===== src/rtl/ysyx_25030085_wb_arbiter.sv =====
// ysyx_25030085_wb_arbiter
//
// Write-back arbiter for three requesters (EXU, LSU, CSR) sharing one
// register-file write port, plus a per-register busy scoreboard that tracks
// destinations reserved at issue until their write-back retires.
//
// Configuration macro:
//   WB_ARB_RR_EN  defined   -> round-robin arbitration, order EXU->LSU->CSR->EXU,
//                              priority starting after the last granted requester.
//                 undefined -> fixed priority LSU > EXU > CSR.
//
// Ports:
//   clk, rst                         clock, synchronous active-high reset
//   exu_/lsu_/csr_valid,_rd,_data    write-back requests
//   exu_/lsu_/csr_ready              grant (transfer on valid & ready)
//   rf_we, rf_waddr, rf_wdata        registered register-file write port
//   iss_valid, iss_rd, iss_ready     destination reservation at issue
//   q_rs1, q_rs2, rs1_busy, rs2_busy pending-write query (no bypass)

module ysyx_25030085_wb_arbiter #(
    parameter int unsigned XLEN = 32
) (
    input  logic            clk,
    input  logic            rst,

    input  logic            exu_valid,
    input  logic [4:0]      exu_rd,
    input  logic [XLEN-1:0] exu_data,
    output logic            exu_ready,

    input  logic            lsu_valid,
    input  logic [4:0]      lsu_rd,
    input  logic [XLEN-1:0] lsu_data,
    output logic            lsu_ready,

    input  logic            csr_valid,
    input  logic [4:0]      csr_rd,
    input  logic [XLEN-1:0] csr_data,
    output logic            csr_ready,

    output logic            rf_we,
    output logic [4:0]      rf_waddr,
    output logic [XLEN-1:0] rf_wdata,

    input  logic            iss_valid,
    input  logic [4:0]      iss_rd,
    output logic            iss_ready,

    input  logic [4:0]      q_rs1,
    input  logic [4:0]      q_rs2,
    output logic            rs1_busy,
    output logic            rs2_busy
);

    // Requester encoding for the selected index and the round-robin pointer.
    localparam logic [1:0] SEL_EXU = 2'd0;
    localparam logic [1:0] SEL_LSU = 2'd1;
    localparam logic [1:0] SEL_CSR = 2'd2;

    logic [2:0]      w_valid;  // {csr, lsu, exu}
    logic [2:0]      w_gnt;    // one-hot, same bit order as w_valid
    logic [1:0]      w_sel;
    logic            w_xfer;
    logic [4:0]      w_sel_rd;
    logic [XLEN-1:0] w_sel_data;

    assign w_valid = {csr_valid, lsu_valid, exu_valid};

`ifdef WB_ARB_RR_EN
    logic [1:0] r_last;

    // Priority starts at the requester after the last one granted.
    always_comb begin
        w_gnt = 3'b000;
        unique case (r_last)
            SEL_EXU: begin
                if      (w_valid[1]) w_gnt = 3'b010;
                else if (w_valid[2]) w_gnt = 3'b100;
                else if (w_valid[0]) w_gnt = 3'b001;
            end
            SEL_LSU: begin
                if      (w_valid[2]) w_gnt = 3'b100;
                else if (w_valid[0]) w_gnt = 3'b001;
                else if (w_valid[1]) w_gnt = 3'b010;
            end
            default: begin
                if      (w_valid[0]) w_gnt = 3'b001;
                else if (w_valid[1]) w_gnt = 3'b010;
                else if (w_valid[2]) w_gnt = 3'b100;
            end
        endcase
    end

    // Pointer moves only on a completed transfer; reset points at CSR so EXU leads.
    always_ff @(posedge clk) begin
        if (rst) begin
            r_last <= SEL_CSR;
        end else if (w_xfer) begin
            r_last <= w_sel;
        end
    end
`else
    always_comb begin
        w_gnt = 3'b000;
        if      (w_valid[1]) w_gnt = 3'b010;
        else if (w_valid[0]) w_gnt = 3'b001;
        else if (w_valid[2]) w_gnt = 3'b100;
    end
`endif

    // Grants are suppressed during reset so a pending request is discarded.
    assign exu_ready = w_gnt[0] & ~rst;
    assign lsu_ready = w_gnt[1] & ~rst;
    assign csr_ready = w_gnt[2] & ~rst;
    assign w_xfer    = exu_ready | lsu_ready | csr_ready;

    always_comb begin
        w_sel      = SEL_EXU;
        w_sel_rd   = exu_rd;
        w_sel_data = exu_data;
        unique case (1'b1)
            w_gnt[1]: begin
                w_sel      = SEL_LSU;
                w_sel_rd   = lsu_rd;
                w_sel_data = lsu_data;
            end
            w_gnt[2]: begin
                w_sel      = SEL_CSR;
                w_sel_rd   = csr_rd;
                w_sel_data = csr_data;
            end
            default: begin
                w_sel      = SEL_EXU;
                w_sel_rd   = exu_rd;
                w_sel_data = exu_data;
            end
        endcase
    end

    // Data captured at the handshake edge; rd=0 is accepted but never written.
    always_ff @(posedge clk) begin
        if (rst) begin
            rf_we    <= 1'b0;
            rf_waddr <= 5'd0;
            rf_wdata <= '0;
        end else if (w_xfer) begin
            rf_we    <= (w_sel_rd != 5'd0);
            rf_waddr <= w_sel_rd;
            rf_wdata <= w_sel_data;
        end else begin
            rf_we    <= 1'b0;
        end
    end

    // Busy scoreboard.
    logic [31:0] r_busy;
    logic [31:0] w_set_mask;
    logic [31:0] w_clr_mask;
    logic [31:0] w_busy_next;
    logic        w_iss_fire;

    assign iss_ready  = ~rst & ~r_busy[iss_rd];
    assign w_iss_fire = iss_valid & iss_ready & (iss_rd != 5'd0);
    assign w_set_mask = w_iss_fire ? (32'd1 << iss_rd) : 32'd0;
    assign w_clr_mask = rf_we ? (32'd1 << rf_waddr) : 32'd0;

    // Set wins over clear when both hit the same index on one edge.
    always_comb begin
        w_busy_next    = (r_busy & ~w_clr_mask) | w_set_mask;
        w_busy_next[0] = 1'b0;
    end

    always_ff @(posedge clk) begin
        if (rst) begin
            r_busy <= 32'd0;
        end else begin
            r_busy <= w_busy_next;
        end
    end

    assign rs1_busy = r_busy[q_rs1];
    assign rs2_busy = r_busy[q_rs2];

endmodule


===== config.mk =====
export PLATFORM = sky130hd
export DESIGN_NAME = ysyx_25030085_wb_arbiter
export DESIGN_NICKNAME = d
export VERILOG_FILES = /design/src/rtl/ysyx_25030085_wb_arbiter.sv
export SDC_FILE = /design/constraint.sdc
export NUM_CORES = 1
export LEC_CHECK = 0
export ABC_CLOCK_PERIOD_IN_PS = 3130
export CAP_MARGIN = 20
export CORE_ASPECT_RATIO = 2
export CORE_MARGIN = 4
export CORE_UTILIZATION = 48
export CTS_CLUSTER_SIZE = 30
export DETAILED_ROUTE_END_ITERATION = 12
export PLACE_DENSITY = 0.95
export SKIP_LAST_GASP = 1
export SYNTH_ARGS = -nofsm -noshare
export SYNTH_HDL_FRONTEND = slang
export SYNTH_SLANG_ARGS = --single-unit

===== constraint.sdc =====
create_clock -name clk -period 3.13 [get_ports clk]
set_clock_uncertainty 0.05 [all_clocks]
set_input_delay 0.626 -clock clk [delete_from_list [all_inputs] [get_ports clk]]
set_output_delay 0.626 -clock clk [all_outputs]
set_load 0.02 [all_outputs]

==> results.toml <==
[synthesis]
async_reset_ff_share_pct = 0
netlist_top_cells_area = "dfxtp_1 (30%), mux2i_1 (17%), nand2_1 (6.2%)"
yosys.area_share.adder_pct = 0
ys_ff_latch = 69
synth_commonest_cells = "mux2i_1 (78), nand2_1 (75), dfxtp_1 (69)"
synthXorXnorAreaFrac_pct = 0
synth_top_area_share_pct = 30.4
synth-seq-area-share_pct = 30.4
yosys.cell_count.top_type = "mux2i_1"
synth_top_family_by_area = "multiplexers"
synth_area_um2 = 4550
synth_largest_area_cell = "dfxtp_1"
synth-edff-count = 0
syn-num-nets = 671
syn_area_per_cell_um2 = 8.44
yosys_warnings = 0
syn_inst = 539
synthMuxAreaShare_pct = 26.4
ys.flop_type = "dfxtp_1"
synth_compound_area_share_pct = 17.6
synthSimpleGateAreaFrac_pct = 20.5
ys_types = 56

[power]
power.share.clock_pct = 40.2
p_seq_share_pct = 34.7
power.total_mw = 2.76
total_leakage_power_nw = 2.86
power_switching_mw = 0.759
p_per_area_nw_per_um2 = 396
intPower_mw = 2.00
sw_frac_of_total_pct = 27.5
pwr-share-comb_pct = 25.1
ir_drop_uv = 307

[sta]
hold_viol = 0
fmax_ghz = 0.322
setup_ws_ns = 0.0197
drv_slew = 0
setup_viol = 0
period_needed_ns = 3.11
slew_headroom_pct = 58.7
fin_crit_sh_pct = 99.4
rsz0062_at_grt = "yes"
whs_ns = 0.411
worst_pin_slew_ns = 0.618

[floorplan]
ios = 176
core_um2 = 9320
die_w_um = 76.8
rows = 50
die_area_um2 = 11200
fp.dieH_um = 146
initial_core_util_pct = 48.8

[finish]
drive_gt1_share_pct = 14.3
final_util_pct = 74.8
syn_to_final_growth_pct = 53.2
fin_cells = 839
antenna_cells = 0
nNetsFinal = 862

[place]
dpl_worst_slack_ns = -0.732
gp_congestion = 1.02
dp.cells = 812
numPortBuffers = 175
hpwl_um = 14700

[cts]
cts_tree = "built"
clk_latency_ns = 0.34
numCtsBuffers = 9
clock_sinks = 69
path_clk_slew_ns = 0.05
ctsHoldBuffers = 0
htreeDepth = 3
clockBufferDepth = 2
clockRootBuffer = "clkbuf_16"

[worst_setup_path]
crit_path_start_kind = "primary input"
crit_chain = "clkdlybuf4s15_1, buf_6, mux2_2, o221ai_1, nor4b_1, or4_1, buf_2"
crit_fanout = 7
path_class = "primary input to primary output"
crit_start = "q_rs2[1]"
endpoint_kind = "primary output"
critPathTopFamily = "buffers and inverters"
worstPathRequired_ns = 2.45
r2r-start = "r_busy[3]"
arrival_ns = 2.43
crit_buf_inv = 3
slowest_delay_ns = 0.53
cp_slowest_cell = "or4_1"

[global_route]
grt_pass1_vias = 5753
grt_pass1_wl_um = 29200
grt_max_degree = 50
antenna_found_initial = 0
grt.total_usage_pct = 33.3
gr-total-overflow = 0

[run_status]
status = "finished clean"

[route]
vias_per_cell = 6.34
drtIter0Drc = 333
first_pass_iters = 5
wl_per_cell_um = 22.7
drc = 0
vias = 5322
ant_nets = 0
wl_um = 19100

[worst_hold_path]
hold_start = "rf_wdata[11]"
hp-class = "register to register"

[flow_run]
maxCapViolations = 0
## what timing repair did
item,in CTS,in global routing
endpoints found under the hold margin,0,0
setup buffers,8,0
gates cloned,2,0
pin swaps,3,0
gates resized for setup,32,5
setup endpoints to repair,3,3
## metal layers
metal  share of wire (%)  vias up  GRT usage (%)
li1                    -     2369              -
met1                  31     2521           28.7
met2                  52      326           61.2
met3                 7.3      106           7.93
met4                 9.3        0           29.6
met5                   0        -              0
## layout by cell type (no fill, tap or decap), drive strengths merged, types with 11 or more instances in the layout
master,netlist,layout
clkdlybuf4s50,0,162
mux2i,78,78
nand2,75,75
dfxtp,69,69
buf,19,54
o21ai,54,54
nor2,39,39
nand3,23,23
a21oi,17,17
o211ai,16,16
mux2,16,16
clkbuf,26,11
## flip-flops by register name, indices dropped and copies added (netlist names)
register,cells
r_busy,31
rf_wdata,32
rf_waddr,5
rf_we,1
## per-stage QoR
step	cell area [um2]	setup TNS [ns]
floorplan	4550	0
global placement	6510	-1.94
detailed placement	6510	-2.05
CTS	6960	0
global route	6970	-0.0293
finish	6970	0
## path summary, 6_finish.rpt
check / slack, ns / to / cells past startpoint
setup / recovery: 0.02 / rs2_busy / 7
hold / removal: 0.41 / rf_wdata[11] / 2
setup reg to reg: 0.77 / r_busy[3] / 13
hold reg to reg: 0.41 / rf_wdata[11] / 2
## cell type report
cell class	count	area, um2
multi-input combinational	422	2960
clock inverter	6	86.3
tap	104	130
fill	601	2350
sequential	69	1380
timing repair buffer	225	2160
clock buffer	10	239
inverter	3	11.3
## power by group through the flow
stage	clock network [mW]	logic, mW	registers (mW)
2_1_floorplan	0	0.268	1.01
6_report	1.11	0.692	0.958
3_3_place_gp	0	0.641	0.972
3_5_place_dp	0	0.664	0.972
5_1_grt	1.14	0.729	0.961
4_1_cts	1.11	0.685	0.956
## kinds of logic after synthesis
family                 count (synthesis)
AND/OR/NAND/NOR                      195
flip-flops                            69
AO/OA/AOI/OAI                        123
multiplexers                         104
buffers and inverters                 48
## worst register-to-register path, stage by stage (launching register included)
cell	delay, ns
dfxtp_1	0.37
mux2_2	0.30
a221oi_2	0.29
buf_4	0.16
buf_4	0.10
buf_4	0.09
buf_4	0.09
buf_4	0.09
buf_4	0.09
buf_4	0.09
buf_4	0.09
o21ai_1	0.09
or2_1	0.25
o21ai_1	0.13
No activity file was read; power rests on OpenSTA's default activity.
